[config.mk]
export PLATFORM = sky130hd
export DESIGN_NAME = subtractor_divider_ctrl
export DESIGN_NICKNAME = d
export VERILOG_FILES = /design/src/rtl/subtractor_divider_ctrl.sv
export SDC_FILE = /design/constraint.sdc
export NUM_CORES = 1
export LEC_CHECK = 0
export ABC_CLOCK_PERIOD_IN_PS = 3400
export BUFFER_PORTS_ARGS = -buffer_cell sky130_fd_sc_hd__buf_2
export CAP_MARGIN = 40
export CORE_MARGIN = 1.5
export CORE_UTILIZATION = 29
export DETAILED_ROUTE_END_ITERATION = 10
export PLACE_DENSITY_LB_ADDON = 0.08
export SYNTH_ARGS = -nofsm -noshare
export SYNTH_HDL_FRONTEND = slang
export SYNTH_SLANG_ARGS = --single-unit
[constraint.sdc]
create_clock -name clk -period 3.4 [get_ports clk]
set_input_delay 0.68 -clock clk [delete_from_list [all_inputs] [get_ports clk]]
set_output_delay 0.68 -clock clk [all_outputs]
set_load 0.1 [all_outputs]
[src/rtl/subtractor_divider_ctrl.sv]
// Sequential restoring divider: one trial subtraction per clock on a shared
// borrow-out subtractor, N iterations per operation, result with a done pulse.

// Ripple-borrow subtractor: diff = a - b - bin, bout set when the result underflows.
module subtractor #(
  parameter int unsigned W = 5
) (
  input  logic [W-1:0] a,
  input  logic [W-1:0] b,
  input  logic         bin,
  output logic [W-1:0] diff,
  output logic         bout
);

  // Bit-serial borrow chain, evaluated LSB first within one block.
  always_comb begin
    logic [W:0] brw;
    brw     = '0;
    diff    = '0;
    brw[0]  = bin;
    for (int i = 0; i < int'(W); i++) begin
      diff[i]  = a[i] ^ b[i] ^ brw[i];
      brw[i+1] = (~a[i] & b[i]) | (~(a[i] ^ b[i]) & brw[i]);
    end
    bout = brw[W];
  end

endmodule

module subtractor_divider_ctrl #(
  parameter int unsigned N = 4
) (
  input  logic         clk,
  input  logic         rst,
  input  logic         start,
  input  logic [N-1:0] dividend,
  input  logic [N-1:0] divisor,
  output logic         busy,
  output logic         done,
  output logic [N-1:0] quotient,
  output logic [N-1:0] remainder,
  output logic         div_zero
);

  localparam int unsigned CW = $clog2(N) + 1;
  localparam int unsigned SW = N + 1;

  typedef enum logic [1:0] {
    IDLE = 2'd0,
    RUN  = 2'd1,
    DONE = 2'd2
  } state_t;

  state_t state;
  state_t state_next;

  // Working registers: Q shifts dividend bits out / quotient bits in, R is the
  // partial remainder, D holds the divisor for the whole operation.
  logic [N-1:0]  q_reg;
  logic [N-1:0]  r_reg;
  logic [N-1:0]  d_reg;
  logic [CW-1:0] cnt;

  logic [N-1:0]  q_next;
  logic [N-1:0]  r_next;
  logic [N-1:0]  d_next;
  logic [CW-1:0] cnt_next;
  logic [N-1:0]  quotient_next;
  logic [N-1:0]  remainder_next;
  logic          div_zero_next;
  logic          busy_next;
  logic          done_next;

  logic [SW-1:0] sub_a;
  logic [SW-1:0] sub_b;
  logic [N-1:0]  sub_diff;
  logic          unused_diff_msb;
  logic          sub_bout;

  logic          divisor_zero;
  logic          last_iter;
  logic [N-1:0]  q_step;
  logic [N-1:0]  r_step;

  // Trial operands: shift the next dividend bit into the partial remainder.
  assign sub_a = {r_reg, q_reg[N-1]};
  assign sub_b = {1'b0, d_reg};

  // The single shared subtractor; its MSB is always 0 when no borrow occurs.
  subtractor #(
    .W (SW)
  ) u_sub (
    .a    (sub_a),
    .b    (sub_b),
    .bin  (1'b0),
    .diff ({unused_diff_msb, sub_diff}),
    .bout (sub_bout)
  );

  assign divisor_zero = (divisor == '0);
  assign last_iter    = (cnt == CW'(N - 1));

  // Restoring step: keep the difference on success, restore the shifted value on borrow.
  always_comb begin
    if (sub_bout) begin
      r_step = sub_a[N-1:0];
      q_step = {q_reg[N-2:0], 1'b0};
    end else begin
      r_step = sub_diff;
      q_step = {q_reg[N-2:0], 1'b1};
    end
  end

  // State register.
  always_ff @(posedge clk) begin
    if (rst) begin
      state <= IDLE;
    end else begin
      state <= state_next;
    end
  end

  // Next-state logic.
  always_comb begin
    state_next = state;
    case (state)
      IDLE: begin
        if (start) begin
          state_next = divisor_zero ? DONE : RUN;
        end
      end
      RUN: begin
        if (last_iter) begin
          state_next = DONE;
        end
      end
      DONE: begin
        state_next = IDLE;
      end
      default: begin
        state_next = IDLE;
      end
    endcase
  end

  // Datapath and output next values, hold by default.
  always_comb begin
    q_next         = q_reg;
    r_next         = r_reg;
    d_next         = d_reg;
    cnt_next       = cnt;
    quotient_next  = quotient;
    remainder_next = remainder;
    div_zero_next  = div_zero;
    case (state)
      IDLE: begin
        if (start) begin
          if (divisor_zero) begin
            quotient_next  = '1;
            remainder_next = dividend;
            div_zero_next  = 1'b1;
          end else begin
            q_next        = dividend;
            r_next        = '0;
            d_next        = divisor;
            cnt_next      = '0;
            div_zero_next = 1'b0;
          end
        end
      end
      RUN: begin
        q_next   = q_step;
        r_next   = r_step;
        cnt_next = cnt + CW'(1);
        if (last_iter) begin
          quotient_next  = q_step;
          remainder_next = r_step;
        end
      end
      default: begin
      end
    endcase
    busy_next = (state_next == RUN);
    done_next = (state_next == DONE);
  end

  // Datapath and registered outputs.
  always_ff @(posedge clk) begin
    if (rst) begin
      q_reg     <= '0;
      r_reg     <= '0;
      d_reg     <= '0;
      cnt       <= '0;
      quotient  <= '0;
      remainder <= '0;
      div_zero  <= 1'b0;
      busy      <= 1'b0;
      done      <= 1'b0;
    end else begin
      q_reg     <= q_next;
      r_reg     <= r_next;
      d_reg     <= d_next;
      cnt       <= cnt_next;
      quotient  <= quotient_next;
      remainder <= remainder_next;
      div_zero  <= div_zero_next;
      busy      <= busy_next;
      done      <= done_next;
    end
  end

endmodule

==> flow_metrics.tcl, run 1 <==
set metrics [dict create \
    status "complete, no violations" \
    die-width_um 72.1 \
    max_stage_delay_ns 0.44 \
    yosysUniqueCellTypes 32 \
    syn_nets 159 \
    worstPathCellList "inv_1 -> ha_1 -> fa_1 -> fa_1 -> fa_1 -> nor3b_1 -> a211o_1 -> a311oi_2" \
    ir_drop_uv 208 \
    diodes 0 \
    cp_data_required_time_ns 3.60 \
    slew_headroom 0.595 \
    rsz0062_at_grt "no" \
    areaGrowthSynthToFinish_pct 14.4 \
    synth_area_leaders "dfxtp_1, a21oi_1, fa_1" \
    drive_gt1_frac 0.259 \
    ys_warn_count 0 \
    cp_max_fo 5 \
    syn_avg_cell_area_sq_um 9.75 \
    slowest_stage "fa_1" \
    first_pass_iters 4 \
    cts-root-buf "clkbuf_8" \
    start_util 0.310 \
    fin_crit_sh 0.782 \
    worstMarginPinSlew_ns 0.607 \
    crit_path_end_kind "flop" \
    synth_common_cells "dfxtp_1, a21oi_1, nand2_1" \
    setup_viol 0 \
    cts_setup_buffers 0 \
    first_global_vias 1175 \
    synth_area_leader_cell "dfxtp_1" \
    startpoint_type "flop" \
    max-cap-violations 0 \
    syn_area_sq_um 1390 \
    port_buffers 21 \
    ant_nets 0 \
    min_period_ns 2.66 \
    min_path_type "flop to flop" \
    holdCritStartpoint "div_zero" \
    fmax_mhz 376 \
    p_leak_nw 0.594 \
    grt_use_total 0.139 \
    hold_viol 0 \
    avgRoutedWirePerCell_um 16.3 \
    hold_buffers 0 \
    clock_skew_ns 0.0132 \
    critPathKind "flop to flop" \
    synth_cells 142 \
    p_per_area_nw_per_um2 486 \
    cts_resized 0 \
    yosysSeqAreaShare 0.405 \
    fp.dieH_um 72.1 \
    vias 1149 \
    wirelength_um 3420 \
    clock_latency_ns 0.28 \
    grt_pass1_wl_um 5720 \
    overflow 0 \
    drt_iter0_markers 61 \
    ys_seq_elements 28 \
    routabilityCongestion 0.838 \
    place_ws_ns 0.781 \
    clockBufferDepth 2 \
    io_pins 22 \
    setup_ws_ns 0.740 \
    synth_top_area_share 0.405 \
    ys_async_sr_fraction 0 \
    htreeDepth 1 \
    rr_startpoint "q_reg[3]" \
    dp_hpwl_um 2310 \
    clock_sinks 28 \
    slew_violations 0 \
    cts.clk_slew.worst_paths_ns 0.11 \
    synth-edff-count 0 \
    finalSetupTns_ns 0 \
    fp.dieArea_sq_um 5200 \
    cpMostUsedCell "fa_1" \
    tritoncts "built" \
    setup.worst_path.start "q_reg[3]" \
    synth.most_common_cell "dfxtp_1" \
    rows 24 \
    grt_max_degree 29 \
    cp.arrival_ns 2.86 \
    routed_via_density 5.47 \
    antenna_found_initial 0 \
    final_nets 176 \
    core_sq_um 4470 \
    cts_buffers 3 \
    drc 0 \
    finalPower_w 0.000770 \
    synth_ff_type "dfxtp_1" \
]
==> worst max-delay path, delay by kind of cell (launching register included) <==
family | cells | cell delay (ns)
adder cells (fa/ha/maj) | 4 | 1.41
flip-flops | 1 | 0.36
AO/OA/AOI/OAI | 2 | 0.60
AND/OR/NAND/NOR | 1 | 0.17
buffers and inverters | 1 | 0.05
==> worst paths after layout <==
| path | endpoint | slack [ns] | depth (start not counted) |
|---|---|---|---|
| setup / recovery | remainder[0] | 0.74 | 8 |
| hold / removal | div_zero | 0.46 | 2 |
| setup reg to reg | remainder[0] | 0.74 | 8 |
| hold reg to reg | div_zero | 0.46 | 2 |
==> per-stage QoR <==
step	hold slack (ns)	utilization	cell area, sq um	cells
5_1_grt	0.482	0.354	1580	210
3_5_place_dp	0.447	0.338	1510	206
3_3_place_gp	0.445	0.335	1500	205
6_report	0.464	0.354	1580	210
4_1_cts	0.465	0.354	1580	210
2_1_floorplan	0.457	-	1390	142
==> area by class of cell <==
type | count | area (sq um)
Clock buffer | 3 | 41.3
Clock inverter | 1 | 30.0
Fill cell | 457 | 2890
Inverter | 5 | 18.8
Multi-Input combinational cell | 97 | 733
Sequential cell | 28 | 561
Tap cell | 52 | 65.1
Timing Repair Buffer | 24 | 135
==> layout by cell type (no fill, tap or decap), types with 5 or more instances in the layout <==
| cell type | synthesis | layout |
|---|---|---|
| dfxtp_1 | 28 | 28 |
| buf_2 | 4 | 21 |
| a211oi_1 | 8 | 8 |
| inv_1 | 5 | 5 |
| nor2_1 | 6 | 6 |
| o211ai_1 | 7 | 7 |
| o21ai_0 | 8 | 8 |
| a21oi_1 | 12 | 12 |
| nand2_1 | 10 | 10 |
==> cells by family (layout without fill, tap and decap cells) <==
family	after synthesis	count (layout)	synth area share
compound gates	53	53	0.295
simple gates	38	38	0.164
flops	28	28	0.405
buf+inv	17	33	0.0659
fa+ha+maj	6	6	0.0705
==> power by group <==
part | switching [W] | total, W | internal [W]
Sequential | 0.0000127 | 0.000359 | 0.000346
Combinational | 0.0000969 | 0.000146 | 0.0000490
Clock | 0.000108 | 0.000266 | 0.000158
==> routing by layer <==
metal / track usage / wire [um] / vias to the layer above
met3: 0.0347 / 148 / 2
met1: 0.195 / 1720 / 566
met2: 0.224 / 1530 / 28
met4: 0.0189 / 25 / 0
met5: 0 / 0 / -
li1: - / - / 553
(Power assumes the default switching activity.)
==> run 2, diff against run 1 <==
- ABC_AREA: not set -> 1
- ABC_CLOCK_PERIOD_IN_PS: 3400 -> 2800
- clock period: 3.4 -> 2.8 ns (I/O delays scaled with it)
==> flow_metrics.tcl, run 2 <==
set metrics [dict create \
    cp_max_fo 12 \
    vias 1234 \
    cp_num_buf_inv 1 \
    worstPathCellList "inv_1 -> ha_1 -> fa_1 -> fa_1 -> fa_1 -> nand2_2 -> nand2_1 -> o21ai_0 -> nand2_1 -> a21oi_1" \
    hold_buffers 0 \
    crit_family "adder cells" \
    clockBufferDepth 2 \
    io_pins 22 \
    crit_path_end_kind "flop" \
    cts_buffers 3 \
    hold_viol 0 \
    mostFrequentLayoutCells "nand2_1, dfxtp_1, nand3_1" \
    clock_latency_ns 0.27 \
    worstMarginPinSlew_ns 0.493 \
    setup_viol 0 \
    grt_max_degree 22 \
    r2r_end "r_reg[1]" \
    min_period_ns 2.44 \
    rsz0062_at_grt "no" \
    ys_seq_elements 28 \
    p_leak_nw 0.752 \
    synth_common_cells "nand2_1, dfxtp_1, nand3_1" \
    status "complete, no violations" \
    first_global_vias 1136 \
    startpoint_type "flop" \
    tritoncts "built" \
    antenna_found_initial 0 \
    rr_startpoint "q_reg[3]" \
    setup_ws_ns 0.358 \
    clock_skew_ns 0.00648 \
    port_buffers 21 \
    ys_warn_count 0 \
    global_route.usage.met1 0.186 \
    reg2reg_setup_slack_ns 0.36 \
    syn_avg_cell_area_sq_um 7.10 \
    synth.most_common_cell "nand2_1" \
    cts_setup_buffers 0 \
    hold_depth 2 \
    cts.clk_slew.worst_paths_ns 0.10 \
    grt_pass1_wl_um 5400 \
    holdCritStartpoint "quotient[1]" \
    rows 25 \
    drc 0 \
    yosysSeqAreaShare 0.399 \
    top_usage_layer "met2" \
    synth_ff_type "dfxtp_1" \
    core_sq_um 4690 \
    met3_usage 0.0221 \
    final_nets 234 \
    start_util 0.300 \
    cts-root-buf "clkbuf_8" \
    min_path_type "flop to flop" \
    routabilityCongestion 0.799 \
    overflow 0 \
    max_stage_delay_ns 0.40 \
    synth_area_leader_cell "dfxtp_1" \
    areaGrowthSynthToFinish_pct 12.1 \
    slowest_stage "fa_1" \
    ant_nets 0 \
    fp.dieH_um 72.6 \
    cp_data_required_time_ns 3.01 \
    avgRoutedWirePerCell_um 11.9 \
    critPathKind "flop to flop" \
    first_pass_iters 4 \
    rr_worst_depth 10 \
    drt_iter0_markers 45 \
    fmax_mhz 409 \
    clock_sinks 28 \
    routed_via_density 4.59 \
    drive_gt1_frac 0.153 \
    cpMostUsedCell "fa_1" \
    synth-edff-count 0 \
    fin_crit_sh 0.872 \
    diodes 0 \
    fp.dieArea_sq_um 5280 \
    synth_cells 198 \
    slew_violations 0 \
    wirelength_um 3210 \
    grt_use_total 0.132 \
    cp.arrival_ns 2.65 \
    met2_usage 0.203 \
    synth_top_area_share 0.399 \
    finalSetupTns_ns 0 \
    synth_area_leaders "dfxtp_1, nand2_1, nand3_1" \
    dp_hpwl_um 2390 \
    die-width_um 72.6 \
    p_per_area_nw_per_um2 527 \
    slew_headroom 0.673 \
    hold_path_end "quotient[1]" \
    syn_nets 215 \
    syn_area_sq_um 1410 \
    ys_async_sr_fraction 0 \
    max-cap-violations 0 \
    htreeDepth 1 \
    yosysUniqueCellTypes 21 \
    ir_drop_uv 167 \
    place_ws_ns 0.296 \
    layout_commonest_cell "nand2_1" \
]
==> run 2: cell count changes after synthesis, moves of 6 or more <==
cell,change
nand2_1,+31
nand3_1,+23
inv_1,+21
nor2_1,+13
a211oi_1,-8
o211ai_1,-7
a21oi_1,+6
==> run 2: cell type report <==
class,instances,area (sq um)
clock buffers,3,41.3
well taps,54,67.6
fillers,540,3120
inverters,30,113
repair buffers,21,105
multi-input cells,133,689
flip-flops and latches,28,561
==> run 2: per-layer routing <==
layer	part of all wire	vias to the layer above
met5	0	-
li1	-	662
met4	0.015	0
met1	0.50	549
met3	0.035	5
met2	0.45	18
==> run 2: kinds of logic after synthesis <==
family	count (synthesis)	share of synthesized area
adders and majority gates	6	0.0694
AOI/OAI and AO/OA	31	0.116
buffers and inverters	37	0.113
and+or+nand+nor	96	0.303
DFF	28	0.399
==> run 2: repair_timing <==
action | 4_1_cts | 5_1_grt
setup endpoints to repair | 0 | 1
resized for setup | 0 | 1
endpoints found under the hold margin | 0 | 0
==> run 2: worst max path at each step <==
stage	start	endpoint	cells after the start
after floorplan	q_reg[3]	r_reg[3]	11
after global placement	q_reg[3]	r_reg[0]	10
after detailed placement	q_reg[3]	r_reg[1]	10
after CTS	q_reg[3]	r_reg[1]	10
after global routing	q_reg[3]	r_reg[1]	10
final	q_reg[3]	r_reg[1]	10
==> run 2: power by group <==
group,switching (W),internal [W]
Clock,0.000123,0.0000966
Sequential,0.0000145,0.000418
Combinational,0.000129,0.0000500
Total,0.000267,0.000564
==> run 2: worst reg2reg max path: cells and delay by family, from the launching register on <==
kind | cells | cell delay (ns)
buf+inv | 1 | 0.07
simple gates | 3 | 0.33
compound gates | 2 | 0.23
flops | 1 | 0.36
fa+ha+maj | 4 | 1.38
==> run 2: stage by stage <==
stage	std cells	area, sq um	hold slack [ns]	total power (W)	utilization
3_5_place_dp	266	1530	0.451	0.000621	0.327
5_1_grt	269	1580	0.498	0.000890	0.336
3_3_place_gp	266	1530	0.449	0.000623	0.327
4_1_cts	269	1570	0.477	0.000849	0.335
6_report	269	1580	0.465	0.000831	0.336
2_1_floorplan	198	1410	0.434	0.000587	-
